## src/rtl/mips_pkg.sv

```systemverilog
// Shared encodings for the MIPS-style pipeline: branch condition codes, access sizes,
// and the alignment rule used by the memory-facing stages.
package mips_pkg;

    localparam logic [2:0] BR_NONE   = 3'b000;
    localparam logic [2:0] BR_EQ     = 3'b001;
    localparam logic [2:0] BR_NE     = 3'b010;
    localparam logic [2:0] BR_LEZ    = 3'b011;
    localparam logic [2:0] BR_GTZ    = 3'b100;
    localparam logic [2:0] BR_LTZ    = 3'b101;
    localparam logic [2:0] BR_GEZ    = 3'b110;
    localparam logic [2:0] BR_ALWAYS = 3'b111;

    localparam logic [1:0] MSZ_BYTE = 2'b00;
    localparam logic [1:0] MSZ_HALF = 2'b01;
    localparam logic [1:0] MSZ_WORD = 2'b10;
    localparam logic [1:0] MSZ_RSVD = 2'b11;

    // Reserved size behaves as a word access.
    function automatic logic addr_misaligned(input logic [1:0] size, input logic [1:0] addr_lo);
        logic mis;
        mis = 1'b0;
        unique case (size)
            MSZ_BYTE: mis = 1'b0;
            MSZ_HALF: mis = addr_lo[0];
            MSZ_WORD,
            MSZ_RSVD: mis = |addr_lo;
            default:  mis = 1'b0;
        endcase
        return mis;
    endfunction

endpackage

```

## src/rtl/branch_cond_eval.sv

```systemverilog
// Combinational branch resolution from the ALU zero/negative flags of (rs - rt) or rs.
module branch_cond_eval
    import mips_pkg::*;
(
    input  logic [2:0] cond,
    input  logic       z,
    input  logic       n,
    output logic       taken
);

    always_comb begin
        taken = 1'b0;
        unique case (cond)
            BR_NONE:   taken = 1'b0;
            BR_EQ:     taken = z;
            BR_NE:     taken = ~z;
            BR_LEZ:    taken = z | n;
            BR_GTZ:    taken = ~z & ~n;
            BR_LTZ:    taken = n;
            BR_GEZ:    taken = ~n;
            BR_ALWAYS: taken = 1'b1;
            default:   taken = 1'b0;
        endcase
    end

endmodule

```

## src/rtl/ex_mem_stage.sv

```systemverilog
// EX->MEM pipeline register: captures ALU results and control, resolves branches,
// suppresses misaligned accesses, drives MEM-stage forwarding and counts taken branches.
module ex_mem_stage
    import mips_pkg::*;
#(
    parameter int unsigned CNT_W = 16
) (
    input  logic             clk,
    input  logic             rst_n,
    input  logic             stall,
    input  logic             flush,
    input  logic             ex_valid,
    input  logic [31:0]      ex_alu_out,
    input  logic             ex_z,
    input  logic             ex_n,
    input  logic [31:0]      ex_store_data,
    input  logic [4:0]       ex_rd,
    input  logic             ex_reg_write,
    input  logic             ex_mem_read,
    input  logic             ex_mem_write,
    input  logic [1:0]       ex_mem_size,
    input  logic [2:0]       ex_br_cond,
    input  logic [31:0]      ex_br_target,
    output logic             mem_valid,
    output logic [31:0]      mem_alu_out,
    output logic [31:0]      mem_store_data,
    output logic [4:0]       mem_rd,
    output logic             mem_reg_write,
    output logic             mem_mem_read,
    output logic             mem_mem_write,
    output logic [1:0]       mem_mem_size,
    output logic             mem_misalign,
    output logic             mem_br_taken,
    output logic [31:0]      mem_br_target,
    output logic             fwd_valid,
    output logic [4:0]       fwd_rd,
    output logic [31:0]      fwd_data,
    output logic [CNT_W-1:0] br_taken_cnt
);

    // Reset asserts immediately but releases only on a clock edge.
    logic [1:0] rst_sync_q;
    logic       rst_sync_n;

    always_ff @(posedge clk or negedge rst_n) begin
        if (!rst_n) begin
            rst_sync_q <= 2'b00;
        end else begin
            rst_sync_q <= {rst_sync_q[0], 1'b1};
        end
    end

    assign rst_sync_n = rst_sync_q[1];

    logic             ex_taken;
    logic             ex_misalign;
    logic             ex_is_mem;

    branch_cond_eval u_branch_cond_eval (
        .cond  (ex_br_cond),
        .z     (ex_z),
        .n     (ex_n),
        .taken (ex_taken)
    );

    assign ex_is_mem   = ex_mem_read | ex_mem_write;
    assign ex_misalign = ex_is_mem & addr_misaligned(ex_mem_size, ex_alu_out[1:0]);

    logic             valid_q,     valid_d;
    logic [31:0]      alu_q,       alu_d;
    logic [31:0]      sdata_q,     sdata_d;
    logic [4:0]       rd_q,        rd_d;
    logic             reg_write_q, reg_write_d;
    logic             mem_read_q,  mem_read_d;
    logic             mem_write_q, mem_write_d;
    logic [1:0]       size_q,      size_d;
    logic             misalign_q,  misalign_d;
    logic             br_taken_q,  br_taken_d;
    logic [31:0]      target_q,    target_d;
    logic [CNT_W-1:0] cnt_q,       cnt_d;

    always_comb begin
        valid_d     = valid_q;
        alu_d       = alu_q;
        sdata_d     = sdata_q;
        rd_d        = rd_q;
        reg_write_d = reg_write_q;
        mem_read_d  = mem_read_q;
        mem_write_d = mem_write_q;
        size_d      = size_q;
        misalign_d  = misalign_q;
        br_taken_d  = br_taken_q;
        target_d    = target_q;
        cnt_d       = cnt_q;

        // A bubble clears control only; data registers keep their last contents.
        if (flush || (!stall && !ex_valid)) begin
            valid_d     = 1'b0;
            reg_write_d = 1'b0;
            mem_read_d  = 1'b0;
            mem_write_d = 1'b0;
            misalign_d  = 1'b0;
            br_taken_d  = 1'b0;
        end else if (!stall) begin
            valid_d     = 1'b1;
            alu_d       = ex_alu_out;
            sdata_d     = ex_store_data;
            rd_d        = ex_rd;
            reg_write_d = ex_reg_write & ~ex_misalign;
            mem_read_d  = ex_mem_read & ~ex_misalign;
            mem_write_d = ex_mem_write & ~ex_misalign;
            size_d      = ex_mem_size;
            misalign_d  = ex_misalign;
            br_taken_d  = ex_taken;
            target_d    = ex_br_target;
            cnt_d       = cnt_q + {{(CNT_W-1){1'b0}}, ex_taken};
        end
    end

    always_ff @(posedge clk or negedge rst_sync_n) begin
        if (!rst_sync_n) begin
            valid_q     <= 1'b0;
            alu_q       <= '0;
            sdata_q     <= '0;
            rd_q        <= '0;
            reg_write_q <= 1'b0;
            mem_read_q  <= 1'b0;
            mem_write_q <= 1'b0;
            size_q      <= '0;
            misalign_q  <= 1'b0;
            br_taken_q  <= 1'b0;
            target_q    <= '0;
            cnt_q       <= '0;
        end else begin
            valid_q     <= valid_d;
            alu_q       <= alu_d;
            sdata_q     <= sdata_d;
            rd_q        <= rd_d;
            reg_write_q <= reg_write_d;
            mem_read_q  <= mem_read_d;
            mem_write_q <= mem_write_d;
            size_q      <= size_d;
            misalign_q  <= misalign_d;
            br_taken_q  <= br_taken_d;
            target_q    <= target_d;
            cnt_q       <= cnt_d;
        end
    end

    assign mem_valid      = valid_q;
    assign mem_alu_out    = alu_q;
    assign mem_store_data = sdata_q;
    assign mem_rd         = rd_q;
    assign mem_reg_write  = reg_write_q;
    assign mem_mem_read   = mem_read_q;
    assign mem_mem_write  = mem_write_q;
    assign mem_mem_size   = size_q;
    assign mem_misalign   = misalign_q;
    assign mem_br_taken   = br_taken_q;
    assign mem_br_target  = target_q;
    assign br_taken_cnt   = cnt_q;

    // Load data is not available until after MEM, so loads never forward from here.
    assign fwd_valid = valid_q & reg_write_q & ~mem_read_q & (rd_q != 5'd0);
    assign fwd_rd    = rd_q;
    assign fwd_data  = alu_q;

endmodule

```

## config.mk

```make
export PLATFORM = sky130hd
export DESIGN_NAME = ex_mem_stage
export DESIGN_NICKNAME = d
export VERILOG_FILES = /design/src/rtl/mips_pkg.sv /design/src/rtl/branch_cond_eval.sv /design/src/rtl/ex_mem_stage.sv
export SDC_FILE = /design/constraint.sdc
export NUM_CORES = 1
export LEC_CHECK = 0
export CORE_ASPECT_RATIO = 0.5
export CORE_MARGIN = 2
export CORE_UTILIZATION = 39
export CTS_BUF_LIST = sky130_fd_sc_hd__clkbuf_16
export CTS_CLUSTER_DIAMETER = 60
export DETAILED_ROUTE_END_ITERATION = 12
export PLACE_DENSITY = 0.8
export SKIP_CTS_REPAIR_TIMING = 1
export SLEW_MARGIN = 20
export SYNTH_ARGS = -nofsm -noshare
export SYNTH_HDL_FRONTEND = slang
export SYNTH_SLANG_ARGS = --single-unit
```

## constraint.sdc

```tcl
create_clock -name clk -period 5.13 [get_ports clk]
set_clock_uncertainty 0.2 [all_clocks]
set_input_delay 1.026 -clock clk [delete_from_list [all_inputs] [get_ports clk]]
set_output_delay 1.026 -clock clk [all_outputs]
set_load 0.1 [all_outputs]
```

==> flow_summary.yaml, run 1 <==
worst_setup_path:
  timing.critical_path.slowest_stage_cell: "clkdlybuf4s50_1"
  critPathRequiredTime_ps: 3900
  timing.critical_path.cells: "or4_1 -> nor2_1 -> nor3_1 -> clkdlybuf4s50_1"
  timing.critical_path.to_type: "output pin"
  path_max_fanout: 4
  register_to_register_setup_slack_ps: 3180
  arrival_ps: 2550
  critPathKind: "reg2out"
  worst_path_largest_cell_delay_ps: 980
  worst_setup_sp_type: "register"
timing:
  maxClockFrequency_mhz: 265
  timing.final.setup_violations: 0
  timing.final.ws_setup_ps: 1350
  grt_setup_unrepaired: "false"
  final_tns_setup_ps: 0
  fin_crit_sh_pct: 73.7
  fin_crit_ps: 3780
  worst_slew_pin_slew_ps: 1040
  final-max-slew-violation-count: 0
  slew-limit-headroom_pct: 30.6
  hold_viol: 0
detailed_routing:
  detail-route-antenna-nets: 0
  post_drt_via_cell_ratio: 4.75
  finalWirelength_um: 14100
  wire_per_inst_um: 18.1
  number_of_violations_reported_at_the_end_of_detailed_routing_iteration_0: 160
  detailedRoute.firstPassIterationCount: 7
  drc_errors: 0
  dr_total_vias: 3709
logic_synthesis:
  yosys-top-cells-area: "dfrtp_1 61%, mux2_2 23%, buf_4 5.3%, xnor2_1 2.2%, buf_6 2.1%"
  netlist_top_cells_count: "127 x dfrtp_1, 105 x mux2_2, 37 x buf_4, 13 x xnor2_1, 10 x buf_6"
  netlist.top_cell.by_area: "dfrtp_1"
  number_of_distinct_library_cells_after_synthesis: 32
  async_reset_ff_share_pct: 100
  synth_top_cell_area_share_pct: 60.6
  synth_area_um2: 5240
  postSynthNetCount: 465
  synth_enable_flop_cells: 0
  synth_warnings: 0
  synth.most_common_cell: "dfrtp_1"
  syn_area_per_cell_um2: 15.1
  ys_ff_latch: 127
  synth_cells: 347
  synth_ff_type: "dfrtp_1"
  fraction_of_the_yosys_area_taken_by_sequential_cells_pct: 60.6
floorplan:
  die_w_um: 168
  initial_core_util_pct: 40.7
  core_region_area_um2: 12900
  fp-row-count: 29
  floorplan.die.height_um: 86.0
  die_area_um2: 14400
  io_pins: 279
place:
  preCtsSetupSlack_ps: 1580
  portBuffers: 278
  finalWeightedCongestion: 0.784
  placedInstanceArea_um2: 7880
  post-dp-hpwl_um: 10600
global_routing:
  grt.total_usage_pct: 19.9
  grt_pass1_vias: 4010
  grt_start_max_net_pins: 64
  antenna_violations_before_repair: 0
  grt_first_pass_wirelength_um: 21800
  global_route.overflow_total: 0
layout:
  antenna_cells_inserted: 0
  layout_fillers: 945
  final_core_utilization_pct: 65.3
  area_growth_syn_to_layout_pct: 60.5
  finalInstanceArea_um2: 8420
  nets: 718
  layout-drive-gt1-share_pct: 23.1
cts:
  clock_tree.root_cell: "clkbuf_16"
  cts.path.max_buffers: 2
  cts_made_buffers: 17
  clk-insertion-delay-late_ps: 400
  h-tree-depth: 4
  clkTransAtPathRegs_ps: 60
  cts_num_sinks: 127
  tritoncts: "done"
pwr:
  worst_voltage_drop_across_the_vdd_grid_uv: 272
  power.leakage_nw: 3.47
  power_density_nw_per_um2: 579
hold_path:
  min-delay-path-class: "reg2reg"
run:
  drv.max_cap_violation_count: 0
run_status:
  status: "complete, no violations"
-- final timing paths --
kind,from,to,depth (start not counted)
worst max-delay path,fwd_rd[0],fwd_valid,4
worst min-delay path,rst_sync_q[0],rst_sync_q[1],0
worst max register to register,rst_sync_q[1],fwd_data[25],1
worst min register to register,rst_sync_q[0],rst_sync_q[1],0
max in group asynchronous,rst_sync_q[1],fwd_data[25],1
min in group asynchronous,rst_sync_q[1],mem_store_data[25],0
-- sequential cells by signal, indices dropped and copies added (netlist names), 2 cells and up --
signal	count
br_taken_cnt	16
fwd_data	32
fwd_rd	5
mem_br_target	32
mem_mem_size	2
mem_store_data	32
rst_sync_q	2
-- worst max-delay path: cells and delay by family (launching register included) --
kind / cells / cell delay, ps
flops: 1 / 410
simple gates: 3 / 770
buf+inv: 1 / 980
-- kinds of logic after synthesis --
kind of cell | Yosys count | synth area share [%]
simple gates | 36 | 4.25
mux | 105 | 22.6
xor+xnor | 14 | 2.48
flops | 127 | 60.6
fa+ha+maj | 2 | 0.477
other cells | 1 | 0.0715
compound gates | 13 | 1.72
buf+inv | 49 | 7.83
-- layer usage --
metal / share of wire [%] / up-vias / wire length, µm / GRT usage, %
met4: 3.1 / 0 / 435 / 9.80
met1: 37 / 1875 / 5290 / 21.9
met5: 0 / - / 0 / 0
met3: 4.3 / 32 / 610 / 4.94
li1: - / 1687 / - / -
met2: 55 / 115 / 7770 / 36.6
-- final cells by class --
cell class                 instances  area [µm²]  share of cell area [%]
sequential                       127        3180                    37.8
timing repair buffer             283        2830                    33.7
tap                              170         213                    2.53
clock buffer                      17         425                    5.06
clock inverter                    13         109                    1.29
multi-input combinational        171        1650                    19.7
-- power breakdown --
part           switching [mW]  internal [mW]  total [mW]
logic                    1.89          0.580        2.47
registers               0.125           1.17        1.30
clock network           0.408          0.694        1.10
total                    2.43           2.45        4.87
-- metrics by stage --
stage	std cells	total power, mW	hold slack, ps
2_1_floorplan	347	3.24	131
3_3_place_gp	751	3.77	138
5_1_grt	781	5.02	163
3_5_place_dp	751	3.80	144
6_report	781	4.87	157
4_1_cts	781	4.91	159
-- cell usage in the layout (no fill, tap or decap), drive strengths merged, types with 3 or more instances in the layout --
cell type / instances
a21oi: 3
a22o: 3
and3: 4
and4: 3
buf: 5
clkbuf: 17
clkdlybuf4s50: 278
clkinv: 8
dfrtp: 127
inv: 3
mux2: 105
nand2: 7
nand3: 3
nand4: 5
nor2: 4
nor2b: 3
o211ai: 3
xnor2: 13
Note: power is estimated with default switching activity, not from simulation.
==> run 2, diff against run 1 <==
- clock period: 5.13 -> 3.8 ns (I/O delays scaled with it)
==> run 2 against run 1 <==
  * Clock power increased by 43%
  * Global-route usage decreased by 0.39 points
  * Routed wire length decreased by 1.5%
  * First-iteration DRC count decreased by 50%
  * Largest power group unchanged
==> flow_summary.yaml, run 2 (same netlist as run 1, synthesis figures left out) <==
global_routing:
  grt.total_usage_pct: 19.5
  grt_first_pass_wirelength_um: 21700
  grt_start_max_net_pins: 69
  global_route.overflow_total: 0
  antenna_violations_before_repair: 0
  grt_pass1_vias: 4071
cts:
  cts_made_buffers: 17
  cts_num_sinks: 127
  tritoncts: "done"
  h-tree-depth: 4
  clk-insertion-delay-late_ps: 400
  clkTransAtPathRegs_ps: 60
  clock_tree.root_cell: "clkbuf_16"
  cts.path.max_buffers: 2
worst_setup_path:
  timing.critical_path.slowest_stage_cell: "clkdlybuf4s50_1"
  cp_top_family: "buffers and inverters"
  cp_num_buf_inv: 1
  arrival_ps: 1970
  critPathRequiredTime_ps: 2840
  path_max_fanout: 4
  timing.critical_path.cells: "clkdlybuf4s50_1"
  critPathKind: "reg2out"
  worst_path_largest_cell_delay_ps: 1160
  worst_setup_sp_type: "register"
  timing.critical_path.to_type: "output pin"
floorplan:
  die_area_um2: 14400
  fp-row-count: 29
  initial_core_util_pct: 40.7
  floorplan.die.height_um: 86.0
  die_w_um: 168
  core_region_area_um2: 12900
  io_pins: 279
detailed_routing:
  detail-route-antenna-nets: 0
  drc_errors: 0
  wire_per_inst_um: 17.8
  number_of_violations_reported_at_the_end_of_detailed_routing_iteration_0: 80
  dr_total_vias: 3702
  post_drt_via_cell_ratio: 4.73
  finalWirelength_um: 13900
  detailedRoute.firstPassIterationCount: 4
timing:
  maxClockFrequency_mhz: 342
  fin_crit_sh_pct: 77.0
  worst_hold_slack_ps: 156
  hold_viol: 0
  worst_slew_pin_slew_ps: 1020
  final-max-slew-violation-count: 0
  fin_crit_ps: 2930
  grt_setup_unrepaired: "false"
  timing.final.setup_violations: 0
  final_tns_setup_ps: 0
  slew-limit-headroom_pct: 31.9
layout:
  layout_fillers: 962
  area_growth_syn_to_layout_pct: 60.5
  regArea_um2: 3180
  final_core_utilization_pct: 65.3
  antenna_cells_inserted: 0
  nets: 717
  multi_input_area_um2: 1660
  layout-drive-gt1-share_pct: 27.3
  layout_commonest_cell: "clkdlybuf4s50_1"
  layout_common_cells: "258 x clkdlybuf4s50_1, 126 x dfrtp_1, 105 x mux2_2"
pwr:
  worst_voltage_drop_across_the_vdd_grid_uv: 403
  power_density_nw_per_um2: 791
  power.leakage_nw: 3.51
place:
  finalWeightedCongestion: 0.772
  post-dp-hpwl_um: 10300
  portBuffers: 278
hold_path:
  min-delay-path-class: "reg2reg"
run:
  drv.max_cap_violation_count: 0
run_status:
  status: "complete, no violations"
## run 2: cell count changes in the layout (fill, tap and decap cells not counted)
cell / previous run / this run
inv_6: 0 / 1
nor3_1: 1 / 0
clkinvlp_4: 0 / 3
clkinv_1: 2 / 1
clkdlybuf4s50_1: 278 / 258
inv_1: 3 / 0
clkinv_4: 0 / 3
clkinv_2: 6 / 5
nor3_2: 0 / 1
buf_4: 4 / 22
buf_12: 1 / 2
## run 2: power by group
part           internal (mW)  switching [mW]
combinational          0.776            2.55
clock                  0.961           0.607
sequential              1.58           0.170
total                   3.32            3.33
## run 2: through the flow
step	area, µm²	worst slack (ps)	power [mW]	std cells
after floorplan	5250	400	4.38	347
after global placement	7840	662	5.08	750
after detailed placement	7840	616	5.12	750
after CTS	8410	867	6.71	782
after global routing	8410	821	6.85	782
final	8410	874	6.65	782
## run 2: worst paths after layout
check,from,end,slack [ps],cells after the start
worst max-delay path,fwd_rd[4],fwd_rd[4],870,1
worst min-delay path,rst_sync_q[0],rst_sync_q[1],160,0
worst max register to register,br_taken_cnt[0],br_taken_cnt[7],2100,5
worst min register to register,rst_sync_q[0],rst_sync_q[1],160,0
max in group asynchronous,rst_sync_q[1],fwd_data[20],2310,1
min in group asynchronous,rst_sync_q[1],fwd_data[27],260,0
## run 2: area by class of cell
type,count,share of cell area (%)
Clock buffer,17,5.06
Clock inverter,15,1.74
Multi-Input combinational cell,171,19.7
Sequential cell,127,37.8
Tap cell,170,2.53
Timing Repair Buffer,282,33.1
## run 2: routing by layer
| metal | vias up | global-route usage, % | wire (µm) |
|---|---|---|---|
| met4 | 0 | 8.93 | 400 |
| met5 | - | 0 | 0 |
| met1 | 1897 | 21.9 | 5230 |
| met3 | 28 | 4.25 | 518 |
| met2 | 95 | 36.1 | 7740 |
| li1 | 1682 | - | - |
